$ cat src/rtl/tug_referee.sv
// Tug-of-war referee: synchronizes both pull requests, converts them to single-cycle presses,
// moves the light position and declares the round winner.
// Optional feature macro: TUG_SCORE_EN (per-side win counters, auto re-serve, sticky game_over).
module tug_referee #(
  parameter int unsigned NUM_LIGHTS = 9,
  parameter int unsigned SCORE_W    = 3
) (
  input  logic                  clk,
  input  logic                  reset,
  input  logic                  human_move,
  input  logic                  cpu_move,
  output logic [NUM_LIGHTS-1:0] lights,
  output logic                  win_human,
  output logic                  win_cpu,
  output logic [SCORE_W-1:0]    score_human,
  output logic [SCORE_W-1:0]    score_cpu,
  output logic                  game_over
);

  localparam int unsigned PosW = $clog2(NUM_LIGHTS);
  localparam logic [PosW-1:0] PosCenter = PosW'((NUM_LIGHTS - 1) / 2);
  localparam logic [PosW-1:0] PosLast   = PosW'(NUM_LIGHTS - 1);
  localparam logic [NUM_LIGHTS-1:0] LightOne = {{(NUM_LIGHTS - 1){1'b0}}, 1'b1};

  typedef enum logic [1:0] {StPlay, StWinH, StWinC} state_e;

  logic [1:0] h_sync_q, c_sync_q;
  logic       h_prev_q, c_prev_q;
  logic       press_h, press_c;

  state_e                  state_q, state_d;
  logic [PosW-1:0]         pos_q, pos_d;
  logic [NUM_LIGHTS-1:0]   lights_q;
  logic                    win_h_q, win_c_q;

  // Two-flop synchronizers followed by a one-cycle rising-edge detector per side.
  always_ff @(posedge clk) begin
    if (reset) begin
      h_sync_q <= '0;
      c_sync_q <= '0;
      h_prev_q <= 1'b0;
      c_prev_q <= 1'b0;
    end else begin
      h_sync_q <= {h_sync_q[0], human_move};
      c_sync_q <= {c_sync_q[0], cpu_move};
      h_prev_q <= h_sync_q[1];
      c_prev_q <= c_sync_q[1];
    end
  end

  assign press_h = h_sync_q[1] & ~h_prev_q;
  assign press_c = c_sync_q[1] & ~c_prev_q;

`ifdef TUG_SCORE_EN
  localparam logic [SCORE_W-1:0] ScoreMax = {SCORE_W{1'b1}};

  logic [SCORE_W-1:0] score_h_q, score_h_d, score_c_q, score_c_d;
  logic               game_over_q, game_over_d;

  // Next-state: move on presses, score on entering a win, re-serve unless the match is over.
  always_comb begin
    state_d     = state_q;
    pos_d       = pos_q;
    score_h_d   = score_h_q;
    score_c_d   = score_c_q;
    game_over_d = game_over_q;
    case (state_q)
      StPlay: begin
        if (press_h && !press_c) begin
          if (pos_q == '0) begin
            state_d     = StWinH;
            score_h_d   = (score_h_q == ScoreMax) ? ScoreMax : score_h_q + 1'b1;
            game_over_d = (score_h_d == ScoreMax);
          end else begin
            pos_d = pos_q - 1'b1;
          end
        end else if (press_c && !press_h) begin
          if (pos_q == PosLast) begin
            state_d     = StWinC;
            score_c_d   = (score_c_q == ScoreMax) ? ScoreMax : score_c_q + 1'b1;
            game_over_d = (score_c_d == ScoreMax);
          end else begin
            pos_d = pos_q + 1'b1;
          end
        end
      end
      StWinH, StWinC: begin
        // Presses during the win cycle are dropped; a finished match holds until reset.
        if (!game_over_q) begin
          state_d = StPlay;
          pos_d   = PosCenter;
        end
      end
      default: begin
        state_d = StPlay;
        pos_d   = PosCenter;
      end
    endcase
  end

  // Score and match-over registers.
  always_ff @(posedge clk) begin
    if (reset) begin
      score_h_q   <= '0;
      score_c_q   <= '0;
      game_over_q <= 1'b0;
    end else begin
      score_h_q   <= score_h_d;
      score_c_q   <= score_c_d;
      game_over_q <= game_over_d;
    end
  end

  assign score_human = score_h_q;
  assign score_cpu   = score_c_q;
  assign game_over   = game_over_q;
`else
  // Next-state: move on presses; a win holds until reset.
  always_comb begin
    state_d = state_q;
    pos_d   = pos_q;
    case (state_q)
      StPlay: begin
        if (press_h && !press_c) begin
          if (pos_q == '0) state_d = StWinH;
          else             pos_d   = pos_q - 1'b1;
        end else if (press_c && !press_h) begin
          if (pos_q == PosLast) state_d = StWinC;
          else                  pos_d   = pos_q + 1'b1;
        end
      end
      StWinH, StWinC: ;
      default: begin
        state_d = StPlay;
        pos_d   = PosCenter;
      end
    endcase
  end

  assign score_human = '0;
  assign score_cpu   = '0;
  assign game_over   = 1'b0;
`endif

  // FSM state, position and registered outputs derived from the next state.
  always_ff @(posedge clk) begin
    if (reset) begin
      state_q  <= StPlay;
      pos_q    <= PosCenter;
      lights_q <= LightOne << PosCenter;
      win_h_q  <= 1'b0;
      win_c_q  <= 1'b0;
    end else begin
      state_q  <= state_d;
      pos_q    <= pos_d;
      lights_q <= (state_d == StPlay) ? (LightOne << pos_d) : '0;
      win_h_q  <= (state_d == StWinH);
      win_c_q  <= (state_d == StWinC);
    end
  end

  assign lights    = lights_q;
  assign win_human = win_h_q;
  assign win_cpu   = win_c_q;

endmodule
$ cat config.mk
export PLATFORM = sky130hd
export DESIGN_NAME = tug_referee
export DESIGN_NICKNAME = d
export VERILOG_FILES = /design/src/rtl/tug_referee.sv
export SDC_FILE = /design/constraint.sdc
export NUM_CORES = 1
export LEC_CHECK = 0
export CAP_MARGIN = 10
export CORE_MARGIN = 4
export CORE_UTILIZATION = 50
export CTS_CLUSTER_DIAMETER = 120
export DETAILED_ROUTE_END_ITERATION = 6
export GPL_TIMING_DRIVEN = 1
export PLACE_DENSITY = 0.78
export SYNTH_ARGS = -nofsm -noshare
export SYNTH_HDL_FRONTEND = slang
export SYNTH_SLANG_ARGS = --single-unit
$ cat constraint.sdc
create_clock -name clk -period 6.6 [get_ports clk]
set_input_delay 1.32 -clock clk [delete_from_list [all_inputs] [get_ports clk]]
set_output_delay 1.32 -clock clk [all_outputs]
set_load 0.05 [all_outputs]
==> flow_metrics.tcl, run 1 <==
set metrics [dict create \
    rsz0062_at_grt "false" \
    wl_met3_um 146 \
    crit_chain "clkdlybuf4s50_1" \
    overflow 0 \
    cts_resized 0 \
    wire_per_inst_um 13.6 \
    status "finished clean" \
    die-area_um2 2910 \
    synth.avg_cell_area_um2 9.09 \
    cp.required_ns 5.28 \
    io_buffers 14 \
    cts_buffer_depth 2 \
    routed_wl_um 2170 \
    cts_hold_buf 0 \
    fmax_mhz 356 \
    finalInstanceArea_um2 1220 \
    p_int_mw 0.187 \
    multi_input_area_um2 538 \
    finalSetupViolCount 0 \
    power.switching_mw 0.0870 \
    dr.first_iter.drc_count 30 \
    hold_viol 0 \
    met1_length_um 945 \
    start_util 0.532 \
    dp_hpwl_um 1610 \
    hp-class "reg2reg" \
    postCtsSetupRepairBufs 0 \
    htreeDepth 1 \
    post-route-min-period_ns 2.81 \
    grt_pass1_vias 812 \
    core_um2 1980 \
    yosysWarnings 0 \
    synth_largest_area_cell "dfxtp_1" \
    swShare 0.318 \
    insertion_delay_ns 0.33 \
    ant_nets 0 \
    regArea_um2 460 \
    synth_top_flop_cell "dfxtp_1" \
    nets 141 \
    synth.area.top_cells "dfxtp_1, buf_4, ha_1" \
    gp_congestion 0.824 \
    syn_to_final_growth_pct 15.9 \
    worst_slew_pin_slew_ns 0.539 \
    grt_pass1_wl_um 3750 \
    p_per_area_nw_per_um2 224 \
    highest_layer "met4" \
    fillerInstances 173 \
    ys_seq_area_frac 0.437 \
    max_slew_margin 0.638 \
    critPathBufInv 1 \
    timing.hold.ws_ns 0.454 \
    drc 0 \
    vias 885 \
    wl_met2_um 1020 \
    cp_top_family "buffers and inverters" \
    cts.sink_count 23 \
    ys_ff_latch 23 \
    critPathKind "reg2out" \
    seq_power_share 0.547 \
    fin_skew_ns 0.0162 \
    finalPower_mw 0.274 \
    synth-async-reset-ratio 0 \
    cp_max_fo 1 \
    antenna_found_initial 0 \
    cts_buffers 3 \
    finalCritPeriodShare 0.425 \
    dieWidth_um 53.9 \
    firstDrtPassIters 4 \
    rows 16 \
    clkTransAtPathRegs_ns 0.13 \
    tns_ns 0 \
    setup_ws_ns 3.79 \
    grtUsageTotal 0.178 \
    vias_per_cell 5.57 \
    cts_root_buffer "clkbuf_4" \
    slew_viol_final 0 \
    pre_cts_ws_ns 3.81 \
    r2r_slack_ns 4.14 \
    setup.worst_path.end_class "output port" \
    num_antenna_cells 0 \
    cap_viol_max_count 0 \
    cts_tree "done" \
    die_h_um 53.9 \
    placed_area_um2 1190 \
    synth-edff-count 0 \
    comb_power_share 0.212 \
    synth_cell_types 38 \
    crit_path_max_incr_delay_ns 0.81 \
    cp_slowest_cell "clkdlybuf4s50_1" \
    synthCells 116 \
    grt_max_degree 14 \
    cp_data_arrival_time_ns 1.49 \
    drive_above_1_share 0.0530 \
    critPathLaunchType "register" \
    synth_top_area_frac 0.437 \
    io_pins 22 \
    p_leak_nw 0.517 \
    clockPowerShare 0.242 \
    syn-cell-area_um2 1050 \
    peakVddDrop_v 0.000170 \
]
## cell type report
class,count,area share
Multi-Input combinational cell,85,0.440
Sequential cell,23,0.377
Timing Repair Buffer,14,0.115
Tap cell,27,0.0276
Clock buffer,3,0.0184
Inverter,6,0.0184
Clock inverter,1,0.00409
## placed cells by master, fill, tap and decap left out, types with 2 or more instances in the layout
cell,Yosys,routed
conb_1,1,7
and3_1,2,2
clkbuf_4,0,3
nor3_1,7,7
o31ai_1,3,3
a211oi_1,2,2
clkdlybuf4s50_1,0,14
inv_1,6,6
dfxtp_1,23,23
a21oi_1,3,3
nor2_1,11,11
a31oi_1,2,2
or4_1,3,3
nand2_1,4,4
nand3b_1,2,2
ha_1,4,4
nand2b_1,3,3
nand3_1,5,5
nor2b_1,8,8
## through the flow
| stage | utilization | std cells |
|---|---|---|
| 6_report | 0.617 | 159 |
| 2_1_floorplan | - | 122 |
| 5_1_grt | 0.617 | 159 |
| 3_3_place_gp | 0.603 | 155 |
| 4_1_cts | 0.617 | 159 |
| 3_5_place_dp | 0.603 | 155 |
## path summary, 6_finish.rpt
| check | startpoint | end | cells past startpoint |
|---|---|---|---|
| hold / removal | h_sync_q[0] | h_sync_q[1] | 1 |
| setup reg to reg | pos_q[0] | lights[7] | 8 |
| hold reg to reg | h_sync_q[0] | h_sync_q[1] | 1 |
| setup / recovery | lights[4] | lights[4] | 1 |
## state kept, by name (all words and copies together) (netlist names)
name       count
win_cpu        1
c_sync_q       2
h_sync_q       2
h_prev_q       1
win_human      1
state_q        2
lights         9
pos_q          4
c_prev_q       1
## per-layer routing
metal,vias up,track usage
met5,-,0
met4,0,0.0894
met3,5,0.0166
met2,36,0.288
met1,412,0.234
li1,432,-
## logic make-up (layout without fill, tap and decap cells)
group                    after synthesis  count (layout)  share of synthesized area
flip-flops                            23              23                      0.437
AND/OR/NAND/NOR                       53              53                      0.285
adder cells (fa/ha/maj)                4               4                     0.0475
AO/OA/AOI/OAI                         20              20                      0.142
buffers and inverters                 14              24                     0.0747
other                                  1               7                    0.00356
multiplexers                           1               1                     0.0107
## power groups by stage
stage          Clock, mW  Sequential, mW  Combinational (mW)
4_1_cts           0.0664           0.149              0.0579
3_3_place_gp           0           0.152              0.0565
5_1_grt           0.0708           0.151              0.0634
2_1_floorplan          0           0.161              0.0381
3_5_place_dp           0           0.153              0.0575
6_report          0.0662           0.150              0.0580
## synth_stat cells (2+ instances only)
| master | n |
|---|---|
| or4_1 | 3 |
| buf_4 | 7 |
| o31ai_1 | 3 |
| nor3_1 | 7 |
| nand2_1 | 4 |
| and3_1 | 2 |
| a31oi_1 | 2 |
| nand2b_1 | 3 |
| a211oi_1 | 2 |
| nor2_1 | 11 |
| a21oi_1 | 3 |
| ha_1 | 4 |
| nand3b_1 | 2 |
| nor2b_1 | 8 |
| nand3_1 | 5 |
| inv_1 | 6 |
| dfxtp_1 | 23 |
Note: power is estimated with default switching activity, not from simulation.
==> run 2, diff against run 1 <==
Settings changed: CORE_UTILIZATION 50 to 44, PLACE_DENSITY 0.78 to 0.73.
Clock period 6.6 ns to 2.41 ns, I/O delays scaled along.
==> flow_metrics.tcl, run 2 (synthesis results as in run 1) <==
set metrics [dict create \
    status "finished clean" \
    worst_slew_pin_slew_ns 0.506 \
    cts.sink_count 23 \
    grtUsageTotal 0.138 \
    final_common_cell "dfxtp_1" \
    finalSetupViolCount 0 \
    grt_pass1_vias 826 \
    vias_per_cell 5.47 \
    nets 144 \
    io_pins 22 \
    max_slew_margin 0.661 \
    worstHoldEndpoint "c_sync_q[1]" \
    timing.hold.ws_ns 0.447 \
    fmax_mhz 440 \
    wire_per_inst_um 12.9 \
    htreeDepth 1 \
    grt_max_degree 14 \
    cp_max_fo 6 \
    clkTransAtPathRegs_ns 0.12 \
    p_per_area_nw_per_um2 595 \
    overflow 0 \
    start_util 0.468 \
    critPathKind "reg2reg" \
    slew_viol_final 0 \
    reg2reg_from "pos_q[0]" \
    cts_buffers 3 \
    finalPower_mw 0.750 \
    critPathBufInv 1 \
    cts_hold_buf 0 \
    die-area_um2 3240 \
    dieWidth_um 57.0 \
    cts_resized 0 \
    num_antenna_cells 0 \
    gp_congestion 0.908 \
    die_h_um 57.0 \
    hold_viol 0 \
    cp_slowest_cell "or4_1" \
    ant_nets 0 \
    post-route-min-period_ns 2.27 \
    drc 0 \
    peakVddDrop_v 0.000389 \
    setup.worst_path.end_class "register" \
    grt_pass1_wl_um 3510 \
    p_leak_nw 0.534 \
    worstRegToRegCells 7 \
    cts_buffer_depth 2 \
    core_um2 2250 \
    cp_data_arrival_time_ns 2.53 \
    hp-class "reg2reg" \
    rows 17 \
    io_buffers 14 \
    cts_root_buffer "clkbuf_4" \
    worstHoldStart "c_sync_q[0]" \
    layout.cells.non_filler 163 \
    routed_wl_um 2110 \
    setup_ws_ns 0.139 \
    insertion_delay_ns 0.31 \
    crit_chain "inv_1, ha_4, or3b_4, o211a_1, o31a_1, or4_1, nor2_1" \
    firstDrtPassIters 4 \
    post-place-cells 159 \
    dr.first_iter.drc_count 28 \
    vias 891 \
    syn_to_final_growth_pct 19.6 \
    antenna_found_initial 0 \
    cts_tree "done" \
    final_cell_mix "dfxtp_1, clkdlybuf4s50_1, nor2_1, nor2b_1" \
    critPathLaunchType "register" \
    r2r_slack_ns 0.14 \
    fin_skew_ns 0.00871 \
    postCtsSetupRepairBufs 0 \
    r2r-end "lights[7]" \
    finalCritPeriodShare 0.942 \
    min_path_cells 1 \
    tns_ns 0 \
    dp_hpwl_um 1630 \
    cp_top_family "simple AND/OR/NAND/NOR gates" \
    cap_viol_max_count 0 \
    drive_above_1_share 0.0963 \
    crit_path_max_incr_delay_ns 0.49 \
    largest_register_ffs 9 \
    pre_cts_ws_ns 0.0495 \
    rsz0062_at_grt "false" \
    cp.required_ns 2.67 \
]
## run 2: changes by cell type in the layout (fill, tap and decap cells not counted)
| cell | before | now |
|---|---|---|
| buf_4 | 0 | 3 |
| dfxtp_1 | 23 | 21 |
| dfxtp_2 | 0 | 2 |
| ha_1 | 4 | 3 |
| ha_4 | 0 | 1 |
## run 2: worst max path at each step
stage | slack [ns] | cells past startpoint | start | end
3_3_place_gp | 0.14 | 8 | pos_q[0] | lights[3]
4_1_cts | 0.02 | 8 | pos_q[0] | lights[7]
3_5_place_dp | 0.05 | 8 | pos_q[0] | lights[7]
6_report | 0.14 | 7 | pos_q[0] | lights[7]
5_1_grt | 0.002 | 7 | pos_q[0] | lights[7]
2_1_floorplan | 0.22 | 8 | pos_q[0] | lights[3]
## run 2: final cells by class
| class | count | area (µm²) |
|---|---|---|
| inverter | 6 | 22.5 |
| timing repair buffer | 17 | 163 |
| clock inverter | 1 | 5.00 |
| fill | 217 | 993 |
| tap | 28 | 35.0 |
| sequential | 23 | 463 |
| multi-input combinational | 85 | 551 |
| clock buffer | 3 | 22.5 |
## run 2: report_power, final
group	total, mW	switching, mW	internal, mW
sequential	0.410	0.0122	0.397
clock	0.170	0.108	0.0621
combinational	0.170	0.109	0.0614
total	0.750	0.229	0.521
## run 2: metal layers
| metal | wire length, µm | GRT usage |
|---|---|---|
| met5 | 0 | 0 |
| met2 | 1040 | 0.223 |
| met4 | 57 | 0.0960 |
| met1 | 914 | 0.171 |
| met3 | 94 | 0.0136 |
## run 2: stage by stage
stage | instance area (µm²) | utilization
after detailed placement | 1220 | 0.541
final | 1260 | 0.559
after floorplan | 1080 | -
after global placement | 1220 | 0.541
after global routing | 1260 | 0.559
after CTS | 1250 | 0.553
==> run 3, diff against run 2 <==
Settings changed: GPL_TIMING_DRIVEN 1 to default, SKIP_LAST_GASP from default to 1.
==> results of run 3 <==
Same layout as run 2: the final DEF is identical, and so are final timing and power.
